$ cat src/rtl/lag_sequencer.sv
// Lag-tester measurement controller: sequences the flash patch against frame
// starts, times the debounced photodiode response and accumulates run statistics.
module lag_sequencer #(
    parameter int unsigned CNT_W         = 24,
    parameter int unsigned TIMEOUT       = 10_000_000,
    parameter int unsigned DEBOUNCE      = 4,
    parameter int unsigned SETTLE_FRAMES = 3
) (
    input  logic               clk,
    input  logic               reset,
    input  logic               vblank,
    input  logic               start,
    input  logic               abort,
    input  logic [3:0]         num_samples,
    input  logic               sensor,
    output logic               flash,
    output logic               busy,
    output logic               sample_valid,
    output logic               sample_timeout,
    output logic [CNT_W-1:0]   sample_cycles,
    output logic               done,
    output logic [4:0]         valid_count,
    output logic [CNT_W-1:0]   result_min,
    output logic [CNT_W-1:0]   result_max,
    output logic [CNT_W+3:0]   result_sum
);

    localparam int unsigned DB_W  = (DEBOUNCE > 1) ? $clog2(DEBOUNCE) : 1;
    localparam int unsigned SET_W = (SETTLE_FRAMES > 1) ? $clog2(SETTLE_FRAMES) : 1;
    localparam int unsigned SUM_W = CNT_W + 4;

    typedef enum logic [1:0] {
        S_IDLE,
        S_ARM,
        S_FLASH,
        S_REPORT
    } state_t;

    state_t            state, state_nxt;
    logic [1:0]        sync;
    logic [DB_W-1:0]   db_cnt;
    logic              lit;
    logic              vb_q;
    logic              fs;
    logic [SET_W-1:0]  settle, settle_nxt;
    logic [CNT_W-1:0]  cnt, cnt_nxt;
    logic [4:0]        idx, idx_nxt, idx_inc;
    logic [4:0]        target, target_nxt;
    logic              flash_nxt, busy_nxt, valid_nxt, timeout_nxt, done_nxt;
    logic [CNT_W-1:0]  sc_nxt, min_nxt, max_nxt;
    logic [4:0]        vcount_nxt;
    logic [SUM_W-1:0]  sum_nxt;

    assign fs      = vb_q & ~vblank;
    assign idx_inc = idx + 5'd1;

    // Sensor synchronizer, debounce filter and vblank edge history
    always_ff @(posedge clk) begin
        if (reset) begin
            sync   <= '0;
            db_cnt <= '0;
            lit    <= 1'b0;
            vb_q   <= 1'b0;
        end else begin
            sync <= {sync[0], sensor};
            vb_q <= vblank;
            if (sync[1] == lit) begin
                db_cnt <= '0;
            end else if (db_cnt == DB_W'(DEBOUNCE - 1)) begin
                lit    <= sync[1];
                db_cnt <= '0;
            end else begin
                db_cnt <= db_cnt + DB_W'(1);
            end
        end
    end

    // Next-state and registered-output logic; sample results land with the pulse
    always_comb begin
        state_nxt   = state;
        settle_nxt  = settle;
        cnt_nxt     = cnt;
        idx_nxt     = idx;
        target_nxt  = target;
        valid_nxt   = 1'b0;
        timeout_nxt = 1'b0;
        done_nxt    = 1'b0;
        sc_nxt      = sample_cycles;
        vcount_nxt  = valid_count;
        min_nxt     = result_min;
        max_nxt     = result_max;
        sum_nxt     = result_sum;

        if (abort) begin
            state_nxt = S_IDLE;
        end else begin
            case (state)
                S_IDLE: begin
                    if (start) begin
                        target_nxt = (num_samples == 4'd0) ? 5'd16 : {1'b0, num_samples};
                        idx_nxt    = '0;
                        settle_nxt = '0;
                        vcount_nxt = '0;
                        sum_nxt    = '0;
                        max_nxt    = '0;
                        min_nxt    = '1;
                        state_nxt  = S_ARM;
                    end
                end
                S_ARM: begin
                    if (fs) begin
                        if (lit) begin
                            settle_nxt = '0;
                        end else if (settle == SET_W'(SETTLE_FRAMES - 1)) begin
                            settle_nxt = '0;
                            cnt_nxt    = '0;
                            state_nxt  = S_FLASH;
                        end else begin
                            settle_nxt = settle + SET_W'(1);
                        end
                    end
                end
                S_FLASH: begin
                    cnt_nxt = cnt + CNT_W'(1);
                    if (lit || (cnt == CNT_W'(TIMEOUT - 1))) begin
                        if (lit) begin
                            valid_nxt  = 1'b1;
                            sc_nxt     = cnt;
                            vcount_nxt = valid_count + 5'd1;
                            sum_nxt    = result_sum + SUM_W'(cnt);
                            if (cnt < result_min) min_nxt = cnt;
                            if (cnt > result_max) max_nxt = cnt;
                        end else begin
                            timeout_nxt = 1'b1;
                        end
                        idx_nxt   = idx_inc;
                        done_nxt  = (idx_inc == target);
                        state_nxt = S_REPORT;
                    end
                end
                S_REPORT: begin
                    state_nxt = done ? S_IDLE : S_ARM;
                end
                default: begin
                    state_nxt = S_IDLE;
                end
            endcase
        end

        flash_nxt = (state_nxt == S_FLASH);
        busy_nxt  = (state_nxt != S_IDLE);
    end

    always_ff @(posedge clk) begin
        if (reset) begin
            state          <= S_IDLE;
            settle         <= '0;
            cnt            <= '0;
            idx            <= '0;
            target         <= '0;
            flash          <= 1'b0;
            busy           <= 1'b0;
            sample_valid   <= 1'b0;
            sample_timeout <= 1'b0;
            done           <= 1'b0;
            sample_cycles  <= '0;
            valid_count    <= '0;
            result_min     <= '1;
            result_max     <= '0;
            result_sum     <= '0;
        end else begin
            state          <= state_nxt;
            settle         <= settle_nxt;
            cnt            <= cnt_nxt;
            idx            <= idx_nxt;
            target         <= target_nxt;
            flash          <= flash_nxt;
            busy           <= busy_nxt;
            sample_valid   <= valid_nxt;
            sample_timeout <= timeout_nxt;
            done           <= done_nxt;
            sample_cycles  <= sc_nxt;
            valid_count    <= vcount_nxt;
            result_min     <= min_nxt;
            result_max     <= max_nxt;
            result_sum     <= sum_nxt;
        end
    end

endmodule

$ cat config.mk
export PLATFORM = sky130hd
export DESIGN_NAME = lag_sequencer
export DESIGN_NICKNAME = d
export VERILOG_FILES = /design/src/rtl/lag_sequencer.sv
export SDC_FILE = /design/constraint.sdc
export NUM_CORES = 1
export LEC_CHECK = 0
export BUFFER_PORTS_ARGS = -buffer_cell sky130_fd_sc_hd__buf_4
export CAP_MARGIN = 5
export CORE_UTILIZATION = 30
export CTS_BUF_LIST = sky130_fd_sc_hd__clkbuf_2
export DETAILED_ROUTE_END_ITERATION = 6
export GPL_TIMING_DRIVEN = 0
export HOLD_SLACK_MARGIN = 0.15
export MAX_ROUTING_LAYER = met4
export PLACE_DENSITY = 0.48
export SLEW_MARGIN = 20
export SYNTH_ARGS = -nofsm -noshare
export SYNTH_HDL_FRONTEND = slang
export SYNTH_SLANG_ARGS = --single-unit
$ cat constraint.sdc
create_clock -name clk -period 2.5 [get_ports clk]
set_clock_uncertainty 0.05 [all_clocks]
set_input_delay 0.5 -clock clk [delete_from_list [all_inputs] [get_ports clk]]
set_output_delay 0.5 -clock clk [all_outputs]
set_load 0.1 [all_outputs]
Yosys cells after proc, flatten, opt, wreduce, memory -nomap -nowiden
Index checks and enable logic that the tools add are counted.
{ "op_classes": {"eq_ne": 17, "bitwise_logic": 6, "n_lt_le_gt_ge": 2, "n_addsub": 6, "muxes": 40, "reduce_logical": 18} }
{ "op_table": {"columns": ["cell", "n"], "rows": [
  ["2-to-1 mux 24 bit", 11],
  ["case mux 24 bit (2 select lines)", 3],
  ["2-to-1 mux 28 bit", 3],
  ["case mux 28 bit (2 select lines)", 1],
  ["adder 28 x 24 -> 28 bit", 1],
  ["2-to-1 mux 5 bit", 5],
  ["adder 24 x 1 -> 24 bit, second input constant", 1],
  ["== test 24 bit, second input constant", 1],
  ["> comparator 24 bit", 1],
  ["< comparator 24 bit", 1],
  ["2-to-1 mux 2 bit", 10],
  ["case mux 5 bit (2 select lines)", 2],
  ["!= test 2 bit, second input constant", 8],
  ["AND reduction 4 bit", 3],
  ["AND reduction 6 bit", 2],
  ["adder 5 x 1 -> 5 bit, second input constant", 2],
  ["== test 2 bit, second input constant", 5],
  ["AND reduction 5 bit", 2],
  ["case mux 2 bit (4 select lines)", 1],
  ["nonzero test 2 bit", 4],
  ["== test 5 bit", 1],
  ["NOT 1 bit", 5],
  ["adder 2 x 1 -> 2 bit, second input constant", 2],
  ["zero test 4 bit", 1],
  ["other kinds (11)", 13]
]} }
{ "word_totals": {"regBits": 154, "output_inout_bits": 110, "inputBits": 10, "elab_cells": 108} }

Logic depth before layout (Yosys ltp)
Gate-level depths: netlist of the first run.
{ "logic_depth": {"word_depth": 7, "mapped_depth": 12, "ltp_nobuf": 10} }

Worst setup path after synthesis of the first run
Ideal clock, no wire load.
{ "synth_timing": {"kind": "register to register", "start": "register result_sum[0]", "end": "register result_sum[20]", "setup_time_ps": 128, "t_required_ps": 2322, "slack_ps": -713, "path_stages_with_launch": 11, "arrival_ps": 3034, "period_less_slack_ps": 3213, "path_buffers": 0, "cell_sequence": "dfxtp_1 -> ha_1 -> inv_1 -> fa_1 -> and2b_1 -> o2111ai_1 -> a21boi_2 -> a21oi_1 -> o41ai_1 -> xnor2_1 -> o21ai_0"} }
{ "synth_via": {"elab_chain_cells": 4} }
{ "synth_rtl": {"columns": ["element", "line", "source"], "rows": [
  ["start, declared", "25", "output logic [CNT_W+3:0] result_sum"],
  ["start signal, assigned", "186", "result_sum <= sum_nxt;"],
  ["adder 28 x 24 -> 28 bit", "130", "sum_nxt = result_sum + SUM_W'(cnt);"],
  ["2-to-1 mux 28 bit", "126", "if (lit) begin"],
  ["2-to-1 mux 28 bit", "125", "if (lit || (cnt == CNT_W'(TIMEOUT - 1))) begin"],
  ["case mux 28 bit (2 select lines)", "97", "case (state)"]
]} }
No other way between the ends. The select of a mux whose other input is x is not followed.
A chain may end at the register's enable or synchronous reset.

Worst setup path in the final report of the first run
{ "layout_timing": {"start": "register result_max[23]", "end": "register result_max[16]"} }
{ "layout_via": {"elab_chain_cells": 3} }
{ "layout_rtl": {"columns": ["element", "line", "source"], "rows": [
  ["start, declared", "24", "output logic [CNT_W-1:0] result_max,"],
  ["start signal, assigned", "185", "result_max <= max_nxt;"],
  ["> comparator 24 bit", "132", "if (cnt > result_max) max_nxt = cnt;"],
  ["!= test 2 bit (no source line)", null, null],
  ["AND reduction 6 bit (no source line)", null, null]
]} }
No other way between the ends.

==> results of run 1 <==
-- synth_stat cells, drive strengths merged (5+ instances only) --
master  count
a211oi      5
a21o       13
a21oi      99
a22oi      10
a31oi       6
and3       11
buf        16
clkbuf     41
dfxtp     154
ha         75
inv        61
mux2i       8
nand2     130
nand2b      7
nand3      49
nand4      21
nor2      112
nor2b       7
nor3       12
nor3b      21
nor4        5
o211ai      9
o21a        7
o21ai      35
o21bai     25
xnor2      25
xor2       29
-- where the power goes --
group	internal [uW]	total (uW)	switching, uW
registers	2420	2430	4.66
clock network	660	1630	965
logic	112	273	161
total	3200	4330	1130
-- layout make-up --
cell class,count,area [sq um]
multi-input cells,778,5480
repair buffers,187,1540
clock buffers,19,95.1
inverters,61,229
flip-flops and latches,154,3290
well taps,378,473
plain buffers,53,338
fillers,2902,16200
clock inverters,12,173
diodes,2,5.00
-- flip-flops by register name (all words and copies together), names as in the netlist, 2 cells and up --
signal         cells
idx                5
settle             2
db_cnt             2
result_min        24
valid_count        5
cnt               24
result_sum        28
target             5
sync               2
state              2
sample_cycles     24
result_max        24
-- metrics by stage --
stage               worst slack [ns]  hold WS (ns)  cells  power, uW  setup TNS [ns]
finish                       -0.0386         0.390   1644       4330         -0.0673
global route                  -0.121         0.343   1644       4500           -2.80
CTS                          -0.0441         0.355   1601       4330         -0.0965
detailed placement            -0.772         0.365   1547       2690          -51.55
global placement              -0.782         0.359   1547       2690          -52.38
floorplan                   0.000307         0.347   1050       2610               0
-- per-layer routing --
metal / vias up / track usage, % / part of all wire (%)
met4: 0 / 4.39 / 0.84
met1: 3851 / 27.3 / 49
met3: 24 / 3.37 / 4.0
met5: - / - / 0
met2: 165 / 32.3 / 46
li1: 4066 / - / -
-- kinds of logic (layout without fill, tap and decap cells) --
logic type	count (synthesis)	in the layout	share of synthesized area [%]
flip-flops	154	154	36.4
buffers and inverters	118	332	5.63
multiplexers	10	10	1.21
AO/OA/AOI/OAI	241	241	17.8
adder cells (fa/ha/maj)	76	76	11.3
XOR/XNOR	54	54	5.59
AND/OR/NAND/NOR	397	397	22.0
other	0	2	0
-- repair_timing --
action	4_1_cts	5_1_grt
pin swaps	28	48
hold buffers	9	0
endpoints found under the setup margin	130	106
gates resized for setup	69	143
hold endpoints to repair	15	0
cloned	1	4
buffers inserted	14	41
-- final timing paths --
check | from | end | cells after the start
max | result_max[23]$_SDFFE_PP0P_ | result_max[16]$_SDFFE_PP0P_ | 10
max reg2reg | result_max[23]$_SDFFE_PP0P_ | result_max[16]$_SDFFE_PP0P_ | 10
min reg2reg | db_cnt[0]$_SDFF_PP0_ | db_cnt[0]$_SDFF_PP0_ | 1
min | db_cnt[0]$_SDFF_PP0_ | db_cnt[0]$_SDFF_PP0_ | 1
-- cell usage in the layout, fill, tap and decap left out, types with 25 or more instances in the layout --
master,netlist,final
buf_4,1,166
nand2_1,130,121
nor2_1,112,95
a21oi_1,99,91
dfxtp_1,154,70
ha_1,75,63
inv_1,61,59
nand3_1,49,46
dfxtp_2,0,45
dfxtp_4,0,39
o21ai_0,35,30
clkbuf_2,1,30
xor2_1,29,29
o21bai_1,25,25
xnor2_1,25,25
==> metrics.txt, run 1 <==
final setup margin -0.0386 ns; Worst-path clk slew between 0.2 and 0.25 ns; relative slew slack between 40% and 50%; outcome finished, violations left; LEAKAGE just over 0.005 uW; r2r setup slk -0.04 ns; register area share after synthesis a little over a third; Buf/Inv on CP 3; chip width roughly 170 um; vias per inst 4.93; share of synthesized flip-flops with an asynchronous set or reset 0%; Synth Flop Type dfxtp_1; Placed Instance Area around 0.010 sq mm; CTS Buf Count 17; nature of the critical path endpoint register; Syn Area/Cell approximately 8 sq um; site row count 61; Max Root-Sink Buffers 2; NumNets Final about 1300; share of cells above drive strength 1 33.4%; cells along the critical path inv_1 > ha_1 > nand4_1 > o211ai_1 > o211ai_1 > nor2_4 > buf_6 > clkbuf_16 > nand3_1 > a21oi_2; cell mode on critical path o211ai_1; Achievable Freq 394 MHz; post-synth top area share between 30% and 40%; TritonCTS clock tree built; HP Class reg2reg; Final Util a little over two fifths; Syn Std Cell Area 0.00846 sq mm; CTS root buf clkbuf_2; Routed WL between 20000 and 30000 um; Final setup viols 5; Die Ht between 150 and 200 um; failing checks setup timing; post-route ant nets 0; max-cap violation count 0; Sink Count between 150 and 200; core area 0.0278 sq mm; power density over the cells between 300 and 400 mW/mm^2; post-route clock period utilization 102%; GPL Wtd Cong 0.901; Avg WL per Cell between 15 and 20 um; area delta synth->final 37.3%; YS warnings 0; # DRC 0; synthesized flop and latch total between 150 and 200; largest net degree at the start of global routing 17; 1st-iter DRT viols 490; Max Slew Vio Count 0; Worst path top cell family by delay compound AO/OA/AOI/OAI gates; vias between 8000 and 9000; Post-DP HPWL approximately 21000 um; slowest CP cell o211ai_1; Cells after Synth 1050; Initial Util just over 30%; Final Cell Area 0.0116 sq mm; Cell variety after synth 61; RSZ-0062 raised after global routing true; Post-synth EDFFs 0; Synth area leader dfxtp_1; CP startpoint kind register; antenna violations before repair 1; syn_nets 1136; H-tree levels 4; GRT Util Overall 20.5%; Worst-Margin Slew between 0.8 and 0.9 ns; gr ovfl total 0; area of the die roughly 0.029 sq mm; top post-synthesis cells by area dfxtp_1 36%, ha_1 11%, a21oi_1 5.9%; I/O pin cnt 120; PortBufs roughly 120; Skew-Pair Late Insertion Delay between 0.7 and 0.8 ns; critical path arrival approximately 3.2 ns; Pre-antenna DRT Iters 5; worst-path maximum fanout 5; CP max stage delay approximately 0.52 ns; Final Hold Fails 0; post-route minimum period around 2.5 ns; vias in the first global route approximately 7600; CP required around 3.1 ns; first-pass GRT wire length around 43000 um; WS Path Type reg2reg; Max IR drop VDD between 0.2 and 0.3 mV
(Power assumes the default switching activity.)
==> run 2: changes to the inputs <==
--- a/config.mk
+++ b/config.mk
@@ -5,11 +5,12 @@
 export SDC_FILE = /design/constraint.sdc
 export NUM_CORES = 1
 export LEC_CHECK = 0
-export BUFFER_PORTS_ARGS = -buffer_cell sky130_fd_sc_hd__buf_4
+export BUFFER_PORTS_ARGS = -buffer_cell sky130_fd_sc_hd__buf_2
 export CAP_MARGIN = 5
 export CORE_UTILIZATION = 30
 export CTS_BUF_LIST = sky130_fd_sc_hd__clkbuf_2
 export DETAILED_ROUTE_END_ITERATION = 6
+export GPL_ROUTABILITY_DRIVEN = 0
 export GPL_TIMING_DRIVEN = 0
 export HOLD_SLACK_MARGIN = 0.15
 export MAX_ROUTING_LAYER = met4
==> constraint.sdc (replaced) <==
create_clock -name clk -period 2.5 [get_ports clk]
set_clock_uncertainty 0.05 [all_clocks]
set_input_delay 0.5 -clock clk [delete_from_list [all_inputs] [get_ports clk]]
set_output_delay 0.5 -clock clk [all_outputs]
set_load 0.02 [all_outputs]
==> metrics.txt, run 2 (synthesis results as in run 1) <==
outcome completed (was finished, violations left); vias in the first global route 7225 (was 7647); Final Hold Fails 0 (unchanged); GRT Util Overall 19.5% (was 20.5%); largest net degree at the start of global routing 17 (unchanged); commonest non-fill, non-tap cells in the layout 128 x nand2_1, 126 x buf_2, 123 x dfxtp_1 (was 166 x buf_4, 121 x nand2_1, 95 x nor2_1); switching pwr 1200 uW (was 1130 uW); Routed WL 27600 um (was 29200 um); CTS Buf Count 17 (unchanged); area of the die 0.0289 sq mm (unchanged); CP startpoint cnt[19]$_SDFFE_PP0P_ (was result_max[23]$_SDFFE_PP0P_); Worst-path clk slew 0.28 ns (was 0.24 ns); Biggest register result_sum (unchanged); commonest non-fill, non-tap cell in the layout nand2_1 (was buf_4); site row count 61 (unchanged); critical path arrival 3.15 ns (was 3.17 ns); post-route ant nets 0 (unchanged); total design power 4160 uW (was 4330 uW); clock share of power 35.4% (was 37.6%); RSZ-0062 raised after global routing true (unchanged); Worst-Margin Slew 0.808 ns (was 0.835 ns); chip width 170 um (unchanged); core area 0.0278 sq mm (unchanged); Sink Count 154 (unchanged); Pre-antenna DRT Iters 5 (unchanged); H-tree levels 4 (unchanged); WS Path Type reg2reg (unchanged); vias 7855 (was 8106); Die Ht 170 um (unchanged); Cell Int Power 2960 uW (was 3200 uW); worst-path maximum fanout 10 (was 5); Worst R2R Path Depth 9 (was 10); antenna violations before repair 1 (unchanged); Post-DP HPWL 20500 um (was 21100 um); Skew-Pair Late Insertion Delay 0.77 ns (was 0.78 ns); NumNets Final 1301 (was 1338); max-cap violation count 0 (unchanged); gr ovfl total 0 (unchanged); TritonCTS clock tree built (unchanged); Setup TNS 0 ns (was -0.0673 ns); post-route clock period utilization 100% (was 102%); Max Slew Vio Count 0 (unchanged); Largest register FFs 28 (unchanged); sw frac 28.9% (was 26.1%); area delta synth->final 23.9% (was 37.3%); PortBufs 119 (unchanged); nature of the critical path endpoint register (unchanged); post-route minimum period 2.50 ns (was 2.54 ns); LEAKAGE 0.00471 uW (was 0.00511 uW); # DRC 0 (unchanged); CTS root buf clkbuf_2 (unchanged); power density over the cells 397 mW/mm^2 (was 373 mW/mm^2); Max IR drop VDD 0.180 mV (was 0.262 mV); I/O pin cnt 120 (unchanged); CP startpoint kind register (unchanged); CP required 3.15 ns (was 3.13 ns); fill count 2986 (was 2902); hold path depth 1 (unchanged); register share of total power 59.3% (was 56.1%); Avg WL per Cell 17.1 um (was 17.8 um); HP Start db_cnt[0]$_SDFF_PP0_ (unchanged); Initial Util 30.5% (unchanged); 1st-iter DRT viols 544 (was 490); Max Root-Sink Buffers 2 (unchanged); Achievable Freq 400 MHz (was 394 MHz); share of cells above drive strength 1 23.2% (was 33.4%); first-pass GRT wire length 41800 um (was 43400 um); HP Class reg2reg (unchanged); R2R Path Start cnt[19]$_SDFFE_PP0P_ (was result_max[23]$_SDFFE_PP0P_); logic gate share of total power 5.3% (was 6.3%); Final setup viols 0 (was 5); relative slew slack 46.1% (was 44.3%); vias per inst 4.89 (was 4.93)
run 2: cell count changes in the layout (fill, tap and decap cells not counted), moves of 7 or more:
| cell | delta |
|---|---|
| nor2_1 | +13 |
| nor2_4 | -10 |
| nand2_1 | +7 |
| buf_2 | +121 |
| nand2_2 | -7 |
| dfxtp_2 | -22 |
| dfxtp_4 | -31 |
| buf_4 | -144 |
| ha_1 | +8 |
| dfxtp_1 | +53 |
run 2: layer usage:
layer  vias to the layer above  GRT usage [%]  share of wire, %
li1                       3974              -                 -
met1                      3718           26.5                49
met5                         -              -                 0
met2                       150           30.3                47
met4                         0           4.74              0.90
met3                        13           2.88               3.3
run 2: worst paths after layout:
check	endpoint	slack, ns
worst min-delay path	db_cnt[0]$_SDFF_PP0_	0.39
worst min register to register	db_cnt[0]$_SDFF_PP0_	0.39
worst max-delay path	result_max[19]$_SDFFE_PP0P_	0.0007
worst max register to register	result_max[19]$_SDFFE_PP0P_	0.0007
run 2: what timing repair did:
action	4_1_cts	5_1_grt
pin swaps	6	19
hold buffers	9	0
resized for setup	54	82
cloned	0	3
setup endpoints to repair	130	98
endpoints found under the hold margin	16	0
setup buffers	4	15
run 2: layout make-up:
type                       count  area (sq um)  share of cell area (%)
multi-input combinational    778          5200                    49.6
tap                          378           473                    4.51
clock inverter                15           155                    1.48
antenna                        1          2.50                  0.0239
sequential                   154          3140                    30.0
inverter                      61           229                    2.18
clock buffer                  17          85.1                   0.812
buffer                        53           289                    2.76
timing repair buffer         150           902                    8.61
run 2: critical path, stage by stage, from the launching register on:
cell	delay (ns)
dfxtp_1	0.44
ha_1	0.32
nand2_1	0.08
o21a_1	0.18
o211ai_1	0.40
o211ai_1	0.19
nor2_2	0.26
buf_4	0.22
nand3_1	0.13
a21oi_1	0.18
run 2: power groups by stage:
stage	clock [uW]	sequential, uW	combinational (uW)
floorplan	0	2520	110
global placement	0	2520	178
detailed placement	0	2520	178
CTS	1550	2470	196
global route	1660	2470	240
finish	1470	2470	222
run 2: per-stage QoR:
stage	setup slack, ns	utilization [%]	std cells	instance area [sq um]	hold slack (ns)
3_5_place_dp	-0.639	34.3	1547	9540	0.366
4_1_cts	-0.00577	36.3	1590	10100	0.337
5_1_grt	-0.126	37.7	1607	10500	0.344
6_report	0.000704	37.7	1607	10500	0.395
3_3_place_gp	-0.618	34.3	1547	9540	0.359
2_1_floorplan	0.0264	-	1050	8470	0.347
